--- src/rtl/rtclock_axi_regs_pkg.sv ---
// rtclock_axi_regs_pkg
// Shared register map for the rtclock CPU interface: register offsets within
// the 256-byte window, AXI response codes, register reset values, the
// register-select type produced by address decode, and a byte-strobe merge
// helper used by every writable register.
package rtclock_axi_regs_pkg;

  localparam logic [7:0] REG_ID_ADDR          = 8'h00;
  localparam logic [7:0] REG_VERSION_ADDR     = 8'h04;
  localparam logic [7:0] REG_FLIP_ADDR        = 8'h08;
  localparam logic [7:0] REG_SNAP_SEC_LO_ADDR = 8'h10;
  localparam logic [7:0] REG_SNAP_SEC_HI_ADDR = 8'h14;
  localparam logic [7:0] REG_SNAP_NSEC_ADDR   = 8'h18;
  localparam logic [7:0] REG_SET_SEC_LO_ADDR  = 8'h20;
  localparam logic [7:0] REG_SET_SEC_HI_ADDR  = 8'h24;
  localparam logic [7:0] REG_SET_NSEC_ADDR    = 8'h28;
  localparam logic [7:0] REG_CTRL_ADDR        = 8'h2C;

  localparam logic [1:0] RESP_OKAY   = 2'b00;
  localparam logic [1:0] RESP_SLVERR = 2'b10;

  localparam logic [31:0] FLIP_RESET     = '0;
  localparam logic [31:0] SET_SEC_RESET  = '0;
  localparam logic [15:0] SET_SECH_RESET = '0;
  localparam logic [29:0] SET_NSEC_RESET = '0;

  typedef enum logic [3:0] {
    SEL_ID,
    SEL_VERSION,
    SEL_FLIP,
    SEL_SNAP_LO,
    SEL_SNAP_HI,
    SEL_SNAP_NSEC,
    SEL_SET_LO,
    SEL_SET_HI,
    SEL_SET_NSEC,
    SEL_CTRL,
    SEL_NONE
  } reg_sel_t;

  // Byte offset within the window to register select; ADDR[1:0] is masked off.
  function automatic reg_sel_t decode_offset(input logic in_window, input logic [7:0] off);
    reg_sel_t sel;
    sel = SEL_NONE;
    if (in_window) begin
      case (off & 8'hFC)
        REG_ID_ADDR:          sel = SEL_ID;
        REG_VERSION_ADDR:     sel = SEL_VERSION;
        REG_FLIP_ADDR:        sel = SEL_FLIP;
        REG_SNAP_SEC_LO_ADDR: sel = SEL_SNAP_LO;
        REG_SNAP_SEC_HI_ADDR: sel = SEL_SNAP_HI;
        REG_SNAP_NSEC_ADDR:   sel = SEL_SNAP_NSEC;
        REG_SET_SEC_LO_ADDR:  sel = SEL_SET_LO;
        REG_SET_SEC_HI_ADDR:  sel = SEL_SET_HI;
        REG_SET_NSEC_ADDR:    sel = SEL_SET_NSEC;
        REG_CTRL_ADDR:        sel = SEL_CTRL;
        default:              sel = SEL_NONE;
      endcase
    end
    return sel;
  endfunction

  function automatic logic [31:0] merge_bytes(input logic [31:0] old,
                                              input logic [31:0] data,
                                              input logic [3:0]  strb);
    logic [31:0] r;
    r = old;
    for (int unsigned i = 0; i < 4; i++) begin
      if (strb[i]) r[8*i +: 8] = data[8*i +: 8];
    end
    return r;
  endfunction

endpackage

--- src/rtl/rtclock_axi_regs_axil_wr_collect.sv ---
// axil_wr_collect
// Collects the AXI4-Lite AW and W beats, which may arrive in either order or
// together, into a latch pair with full flags. Issues a single-cycle commit
// when both are available and owns BVALID.
// Ports: clk, rst (async, active-high); awaddr/awvalid/awready;
// wdata/wstrb/wvalid/wready; bready/bvalid; commit with commit_addr,
// commit_data, commit_strb (bypass of the latch when the beat is live).
module axil_wr_collect #(
  parameter int unsigned ADDR_WIDTH = 32,
  parameter int unsigned DATA_WIDTH = 32
) (
  input  logic                    clk,
  input  logic                    rst,
  input  logic [ADDR_WIDTH-1:0]   awaddr,
  input  logic                    awvalid,
  output logic                    awready,
  input  logic [DATA_WIDTH-1:0]   wdata,
  input  logic [DATA_WIDTH/8-1:0] wstrb,
  input  logic                    wvalid,
  output logic                    wready,
  input  logic                    bready,
  output logic                    bvalid,
  output logic                    commit,
  output logic [ADDR_WIDTH-1:0]   commit_addr,
  output logic [DATA_WIDTH-1:0]   commit_data,
  output logic [DATA_WIDTH/8-1:0] commit_strb
);

  logic                    aw_full;
  logic                    w_full;
  logic [ADDR_WIDTH-1:0]   aw_addr;
  logic [DATA_WIDTH-1:0]   w_data;
  logic [DATA_WIDTH/8-1:0] w_strb;
  logic                    aw_hs;
  logic                    w_hs;

  assign awready = !aw_full && !bvalid;
  assign wready  = !w_full && !bvalid;
  assign aw_hs   = awvalid && awready;
  assign w_hs    = wvalid && wready;

  // Latches stay full through the response phase, so commit needs !bvalid
  // to fire exactly once per transaction.
  assign commit      = (aw_full || aw_hs) && (w_full || w_hs) && !bvalid;
  assign commit_addr = aw_full ? aw_addr : awaddr;
  assign commit_data = w_full ? w_data : wdata;
  assign commit_strb = w_full ? w_strb : wstrb;

  always_ff @(posedge clk or posedge rst) begin
    if (rst) begin
      aw_full <= 1'b0;
      w_full  <= 1'b0;
      aw_addr <= '0;
      w_data  <= '0;
      w_strb  <= '0;
      bvalid  <= 1'b0;
    end else if (bvalid && bready) begin
      aw_full <= 1'b0;
      w_full  <= 1'b0;
      bvalid  <= 1'b0;
    end else begin
      if (aw_hs) begin
        aw_full <= 1'b1;
        aw_addr <= awaddr;
      end
      if (w_hs) begin
        w_full <= 1'b1;
        w_data <= wdata;
        w_strb <= wstrb;
      end
      if (commit) bvalid <= 1'b1;
    end
  end

endmodule

--- src/rtl/rtclock_axi_regs.sv ---
// rtclock_axi_regs
// AXI4-Lite slave holding the rtclock CPU register map: ID/VERSION, the FLIP
// test register, coherent {sec,nsec} snapshots and the set-time staging
// registers with the set_time load strobe.
// Ports: S_AXI_ACLK, S_AXI_ARESET (async, active-high), AXI4-Lite AW/W/B/AR/R
// channels; sec/nsec live time in; set_sec/set_nsec/set_time load interface out.
module rtclock_axi_regs
  import rtclock_axi_regs_pkg::*;
#(
  parameter int unsigned                    C_S_AXI_DATA_WIDTH = 32,
  parameter int unsigned                    C_S_AXI_ADDR_WIDTH = 32,
  parameter logic [C_S_AXI_ADDR_WIDTH-1:0]  C_BASEADDR         = 32'h00000000,
  parameter logic [C_S_AXI_DATA_WIDTH-1:0]  C_ID               = 32'h52544300,
  parameter logic [C_S_AXI_DATA_WIDTH-1:0]  C_VERSION          = 32'h00010000
) (
  input  logic                            S_AXI_ACLK,
  input  logic                            S_AXI_ARESET,
  input  logic [C_S_AXI_ADDR_WIDTH-1:0]   S_AXI_AWADDR,
  input  logic                            S_AXI_AWVALID,
  output logic                            S_AXI_AWREADY,
  input  logic [C_S_AXI_DATA_WIDTH-1:0]   S_AXI_WDATA,
  input  logic [C_S_AXI_DATA_WIDTH/8-1:0] S_AXI_WSTRB,
  input  logic                            S_AXI_WVALID,
  output logic                            S_AXI_WREADY,
  output logic [1:0]                      S_AXI_BRESP,
  output logic                            S_AXI_BVALID,
  input  logic                            S_AXI_BREADY,
  input  logic [C_S_AXI_ADDR_WIDTH-1:0]   S_AXI_ARADDR,
  input  logic                            S_AXI_ARVALID,
  output logic                            S_AXI_ARREADY,
  output logic [C_S_AXI_DATA_WIDTH-1:0]   S_AXI_RDATA,
  output logic [1:0]                      S_AXI_RRESP,
  output logic                            S_AXI_RVALID,
  input  logic                            S_AXI_RREADY,
  input  logic [47:0]                     sec,
  input  logic [29:0]                     nsec,
  output logic [47:0]                     set_sec,
  output logic [29:0]                     set_nsec,
  output logic                            set_time
);

  logic                            commit;
  logic [C_S_AXI_ADDR_WIDTH-1:0]   wr_addr;
  logic [C_S_AXI_DATA_WIDTH-1:0]   wr_data;
  logic [C_S_AXI_DATA_WIDTH/8-1:0] wr_strb;
  reg_sel_t                        wr_sel;
  reg_sel_t                        rd_sel;
  logic [31:0]                     wr_old;
  logic [31:0]                     wr_merged;
  logic [31:0]                     rd_value;
  logic [1:0]                      rd_resp;
  logic                            ar_hs;

  logic [31:0] flip_q;
  logic [31:0] set_lo_q;
  logic [15:0] set_hi_q;
  logic [29:0] set_nsec_q;
  logic [47:0] shadow_sec;
  logic [29:0] shadow_nsec;

  // Window check uses wrap-around subtraction so a base near the top of the
  // address space cannot overflow.
  function automatic reg_sel_t addr_sel(input logic [C_S_AXI_ADDR_WIDTH-1:0] a);
    logic [C_S_AXI_ADDR_WIDTH-1:0] off;
    off = a - C_BASEADDR;
    return decode_offset(off[C_S_AXI_ADDR_WIDTH-1:8] == '0, off[7:0]);
  endfunction

  axil_wr_collect #(
    .ADDR_WIDTH(C_S_AXI_ADDR_WIDTH),
    .DATA_WIDTH(C_S_AXI_DATA_WIDTH)
  ) u_wr_collect (
    .clk        (S_AXI_ACLK),
    .rst        (S_AXI_ARESET),
    .awaddr     (S_AXI_AWADDR),
    .awvalid    (S_AXI_AWVALID),
    .awready    (S_AXI_AWREADY),
    .wdata      (S_AXI_WDATA),
    .wstrb      (S_AXI_WSTRB),
    .wvalid     (S_AXI_WVALID),
    .wready     (S_AXI_WREADY),
    .bready     (S_AXI_BREADY),
    .bvalid     (S_AXI_BVALID),
    .commit     (commit),
    .commit_addr(wr_addr),
    .commit_data(wr_data),
    .commit_strb(wr_strb)
  );

  // Byte-merge the write into the zero-extended current value of the target;
  // CTRL and read-only targets merge into zero, so bit0 of the result is the
  // set_time request.
  always_comb begin
    wr_sel = addr_sel(wr_addr);
    wr_old = '0;
    case (wr_sel)
      SEL_FLIP:     wr_old = flip_q;
      SEL_SET_LO:   wr_old = set_lo_q;
      SEL_SET_HI:   wr_old = {16'h0, set_hi_q};
      SEL_SET_NSEC: wr_old = {2'b0, set_nsec_q};
      default:      wr_old = '0;
    endcase
    wr_merged = merge_bytes(wr_old, wr_data, wr_strb);
  end

  always_ff @(posedge S_AXI_ACLK or posedge S_AXI_ARESET) begin
    if (S_AXI_ARESET) begin
      flip_q      <= FLIP_RESET;
      set_lo_q    <= SET_SEC_RESET;
      set_hi_q    <= SET_SECH_RESET;
      set_nsec_q  <= SET_NSEC_RESET;
      set_time    <= 1'b0;
      S_AXI_BRESP <= RESP_OKAY;
    end else begin
      set_time <= commit && (wr_sel == SEL_CTRL) && wr_merged[0];
      if (commit) begin
        S_AXI_BRESP <= (wr_sel == SEL_NONE) ? RESP_SLVERR : RESP_OKAY;
        case (wr_sel)
          SEL_FLIP:     flip_q     <= wr_merged;
          SEL_SET_LO:   set_lo_q   <= wr_merged;
          SEL_SET_HI:   set_hi_q   <= wr_merged[15:0];
          SEL_SET_NSEC: set_nsec_q <= wr_merged[29:0];
          default:      ;
        endcase
      end
    end
  end

  assign set_sec  = {set_hi_q, set_lo_q};
  assign set_nsec = set_nsec_q;

  assign S_AXI_ARREADY = !S_AXI_RVALID;
  assign ar_hs         = S_AXI_ARVALID && !S_AXI_RVALID;

  always_comb begin
    rd_sel   = addr_sel(S_AXI_ARADDR);
    rd_value = '0;
    rd_resp  = RESP_OKAY;
    case (rd_sel)
      SEL_ID:        rd_value = C_ID;
      SEL_VERSION:   rd_value = C_VERSION;
      SEL_FLIP:      rd_value = ~flip_q;
      SEL_SNAP_LO:   rd_value = sec[31:0];
      SEL_SNAP_HI:   rd_value = {16'h0, shadow_sec[47:32]};
      SEL_SNAP_NSEC: rd_value = {2'b0, shadow_nsec};
      SEL_SET_LO:    rd_value = set_lo_q;
      SEL_SET_HI:    rd_value = {16'h0, set_hi_q};
      SEL_SET_NSEC:  rd_value = {2'b0, set_nsec_q};
      SEL_NONE:      rd_resp  = RESP_SLVERR;
      default:       rd_value = '0;
    endcase
  end

  always_ff @(posedge S_AXI_ACLK or posedge S_AXI_ARESET) begin
    if (S_AXI_ARESET) begin
      S_AXI_RVALID <= 1'b0;
      S_AXI_RDATA  <= '0;
      S_AXI_RRESP  <= RESP_OKAY;
      shadow_sec   <= '0;
      shadow_nsec  <= '0;
    end else if (ar_hs) begin
      S_AXI_RVALID <= 1'b1;
      S_AXI_RDATA  <= rd_value;
      S_AXI_RRESP  <= rd_resp;
      // The snapshot and the returned low word come from the same edge, so
      // later HI/NSEC reads are coherent with this one.
      if (rd_sel == SEL_SNAP_LO) begin
        shadow_sec  <= sec;
        shadow_nsec <= nsec;
      end
    end else if (S_AXI_RREADY) begin
      S_AXI_RVALID <= 1'b0;
    end
  end

endmodule

--- config.mk ---
export PLATFORM = sky130hd
export DESIGN_NAME = rtclock_axi_regs
export DESIGN_NICKNAME = d
export VERILOG_FILES = /design/src/rtl/rtclock_axi_regs_pkg.sv /design/src/rtl/rtclock_axi_regs_axil_wr_collect.sv /design/src/rtl/rtclock_axi_regs.sv
export SDC_FILE = /design/constraint.sdc
export NUM_CORES = 1
export LEC_CHECK = 0
export ABC_AREA = 1
export CELL_PAD_IN_SITES_DETAIL_PLACEMENT = 1
export CELL_PAD_IN_SITES_GLOBAL_PLACEMENT = 2
export CORE_AREA = 2 2 247 188
export DETAILED_ROUTE_END_ITERATION = 8
export DIE_AREA = 0 0 249 190
export GPL_ROUTABILITY_DRIVEN = 0
export GPL_TIMING_DRIVEN = 0
export PLACE_DENSITY_LB_ADDON = 0.1
export SETUP_SLACK_MARGIN = 0.15
export SLEW_MARGIN = 20
export SYNTH_ARGS = -nofsm -noshare
export SYNTH_HDL_FRONTEND = slang
export SYNTH_SLANG_ARGS = --single-unit
--- constraint.sdc ---
create_clock -name S_AXI_ACLK -period 13.1 [get_ports S_AXI_ACLK]
set_clock_uncertainty 0.05 [all_clocks]
set_input_delay 1.965 -clock S_AXI_ACLK [delete_from_list [all_inputs] [get_ports S_AXI_ACLK]]
set_output_delay 1.965 -clock S_AXI_ACLK [all_outputs]
set_load 0.02 [all_outputs]
==> results.cfg <==
[sta]
setup_viol = 0
fmax_ghz = 0.232
slew_violations = 0
worstMarginPinSlew_ps = 829
hold_viol_final = 0
max-slew-margin-rel_pct = 44.4
rsz0062_at_grt = false
fin_setup_tns_ps = 0
fin_crit_ps = 4300
min_period_over_period_pct = 32.8

[yosys]
synth_top_area_cell = dfrtp_1
yosysSeqAreaShare_pct = 47.4
ys_types = 35
synth_top_area_share_pct = 47.4
yosysWarningCount = 0
syn_inst = 1899
syn_avg_cell_area_sq_um = 7.26
synth_seq_cells = 261
ys_top_cells_by_area = dfrtp_1 47%, nand2_1 22%, nand3_1 5.2%
syn_area_sq_um = 13800

[die]
io_pins = 305
fp-row-count = 68
die_w_um = 249
initial_core_util_pct = 30.5
design.core.area_sq_um = 45200
die_area_sq_um = 47300
die_h_um = 190

[critical_path]
r2r_end = set_lo_q[2]$_DFFE_PP0P_
cp.arrival_ps = 4760
path_class = in -> reg
critPathLaunchType = input pin
endpoint_kind = flip-flop
critical_path.cell_chain = clkdlybuf4s50_1 > nor2_2 > inv_2 > nor2_2 > nand2_1 > o21ai_1 > nand2_1 > nor2_1 > nand2_1 > inv_1 > buf_2 > nand2_1 > nand2_1 > nor2_1 > o211ai_1 > nand2_1 > nand2_1
worstPathMaxFanout = 10
r2r-start = u_wr_collect.aw_full$_DFFE_PP0P_
critPathTopFamily = simple AND/OR/NAND/NOR gates
path_buf_inv = 4
r2r.worst_path.cells = 17
required_ps = 13560
slowest_stage = clkdlybuf4s50_1
cpMostUsedCell = nand2_1
ff2ff_setup_slack_ps = 10190
critPathMaxStageDelay_ps = 430

[grt]
grt_antenna_before_repair = 1
grt_max_degree = 96
grt_pass1_vias = 14200
track_usage_pct = 24.3
grt_overflow = 0
grt_first_pass_wirelength_um = 88100

[cts]
cts_tree = done
cts_sinks = 261
clockBufferDepth = 3
htreeDepth = 1
clk_pin_slew_ps = 60
clockRootBuffer = clkbuf_16
cts_buffers = 30
clk_latency_ps = 580
cts_resized = 0
post-cts-setup-buffers = 0
ctsHoldBuffers = 0

[job]
max-cap-violations = 0

[final_layout]
fillCellCount = 5532
fin_cells = 2851
syn_to_final_growth_pct = 34.7
fin_nets = 2418
drive_gt1_share_pct = 7.67

[power]
peakVddDrop_mv = 0.108
clockPowerShare_pct = 34.1
share_comb_of_total_power_pct = 26.3
p_per_area_nw_per_um2 = 132
p_switching_uw = 839
intPower_uw = 1620
total_leakage_power_uw = 0.00944
switching_share_pct = 34.2
total_power_uw = 2450
seqPwrFrac_pct = 39.6

[min_path]
whs_path_depth = 2
min_path_type = reg -> reg
whs_endpoint = S_AXI_RDATA[2]$_DFFE_PP0P_
hold_path_startpoint = S_AXI_RDATA[2]$_DFFE_PP0P_

[route]
vias_per_cell = 4.82
drtIter0Drc = 657
wl_per_cell_um = 20.3
drt-total-wl_um = 57800
drcViolationCount = 0
via_count = 13700
dr.pass1.iters = 5
ant_nets = 0

[place]
port_buffers = 298
placed_cells = 2796
dp_hpwl_um = 44600

[outcome]
outcome = finished clean
-- per-stage QoR --
step	hold WS [ps]	utilization (%)	setup slack (ps)	cell area, sq um
finish	431	41.1	8800	18600
global route	457	41.1	8550	18600
floorplan	394	-	3900	13800
global placement	410	38.8	-326	17500
CTS	437	41.1	8870	18600
detailed placement	419	39.0	8260	17600
-- cell usage in the layout (no fill, tap or decap), types with 19 or more instances in the layout --
master / synthesis / routed
a21oi_1: 46 / 46
buf_2: 37 / 37
clkbuf_1: 40 / 52
clkbuf_16: 0 / 31
clkdlybuf4s50_1: 0 / 298
dfrtp_1: 261 / 261
inv_1: 120 / 119
nand2_1: 820 / 820
nand2_2: 20 / 20
nand3_1: 143 / 143
nand4_1: 19 / 19
nor2_1: 127 / 127
o21ai_0: 125 / 125
o21ai_1: 23 / 23
-- power groups by stage --
stage	sequential, uW	combinational (uW)	clock (uW)
2_1_floorplan	975	385	0
3_3_place_gp	979	628	0
3_5_place_dp	984	648	0
4_1_cts	970	652	857
5_1_grt	983	725	891
6_report	971	646	837
-- synthesized netlist by cell type (all sizes together) --
cell,count
nand2,840
dfrtp,261
o21ai,148
nand3,147
nor2,142
inv,134
buf,56
a21oi,46
clkbuf,40
mux2,23
nand4,19
o21bai,16
o211ai,14
and2,4
nand3b,2
a21o,1
and3,1
conb,1
nor3,1
o22ai,1
o31ai,1
xor2,1
-- logic make-up after synthesis --
logic type,after synthesis,synth area share (%)
AO/OA/AOI/OAI,227,9.10
XOR/XNOR,1,0.0635
buffers and inverters,230,7.12
flip-flops,261,47.4
multiplexers,23,1.88
other,1,0.0272
AND/OR/NAND/NOR,1156,34.4
-- sequential cells by signal, summed over array words and instances (netlist names), 4 cells and up --
name and count:
shadow_sec 16, flip_q 32, set_hi_q 16, S_AXI_RDATA 32, shadow_nsec 30, u_wr_collect.w_data 32
set_nsec 30, set_lo_q 32, u_wr_collect.aw_addr 30, u_wr_collect.w_strb 4
-- area by class of cell --
class	instances	area [sq um]	area share, %
flip-flops and latches	261	6530	35.2
multi-input cells	1409	6280	33.8
repair buffers	301	3070	16.5
clock buffers	52	945	5.09
well taps	595	744	4.01
inverters	134	510	2.75
plain buffers	96	478	2.57
clock inverters	2	10.0	0.0539
diodes	1	2.50	0.0135
-- tightest hold or removal path, delay by kind of cell, from the launching register on --
kind	cells	cell delay, ps
DFF	1	340
and+or+nand+nor	2	110
-- per-layer routing --
layer	part of all wire [%]	vias to the layer above	routed length, um	track usage, %
met1	50	6707	28700	35.9
met5	0	-	0	0
li1	-	6670	-	-
met4	1.5	0	884	4.10
met3	5.1	54	2960	3.76
met2	44	305	25300	38.0
-- worst max path at each step --
stage | start | to | slack (ps) | depth (start not counted)
global placement | S_AXI_ARESET | u_wr_collect.w_data[21]$_DFFE_PP0P_ | -330 | 2
detailed placement | S_AXI_AWADDR[3] | set_lo_q[2]$_DFFE_PP0P_ | 8260 | 18
global route | S_AXI_ARADDR[7] | S_AXI_RDATA[0]$_DFFE_PP0P_ | 8550 | 17
floorplan | S_AXI_ARESET | S_AXI_BRESP[1]$_DFFE_PP0P_ | 3900 | 1
finish | S_AXI_ARADDR[7] | S_AXI_RDATA[2]$_DFFE_PP0P_ | 8800 | 17
CTS | S_AXI_AWADDR[3] | set_lo_q[2]$_DFFE_PP0P_ | 8870 | 18
No activity file was read; power rests on OpenSTA's default activity.
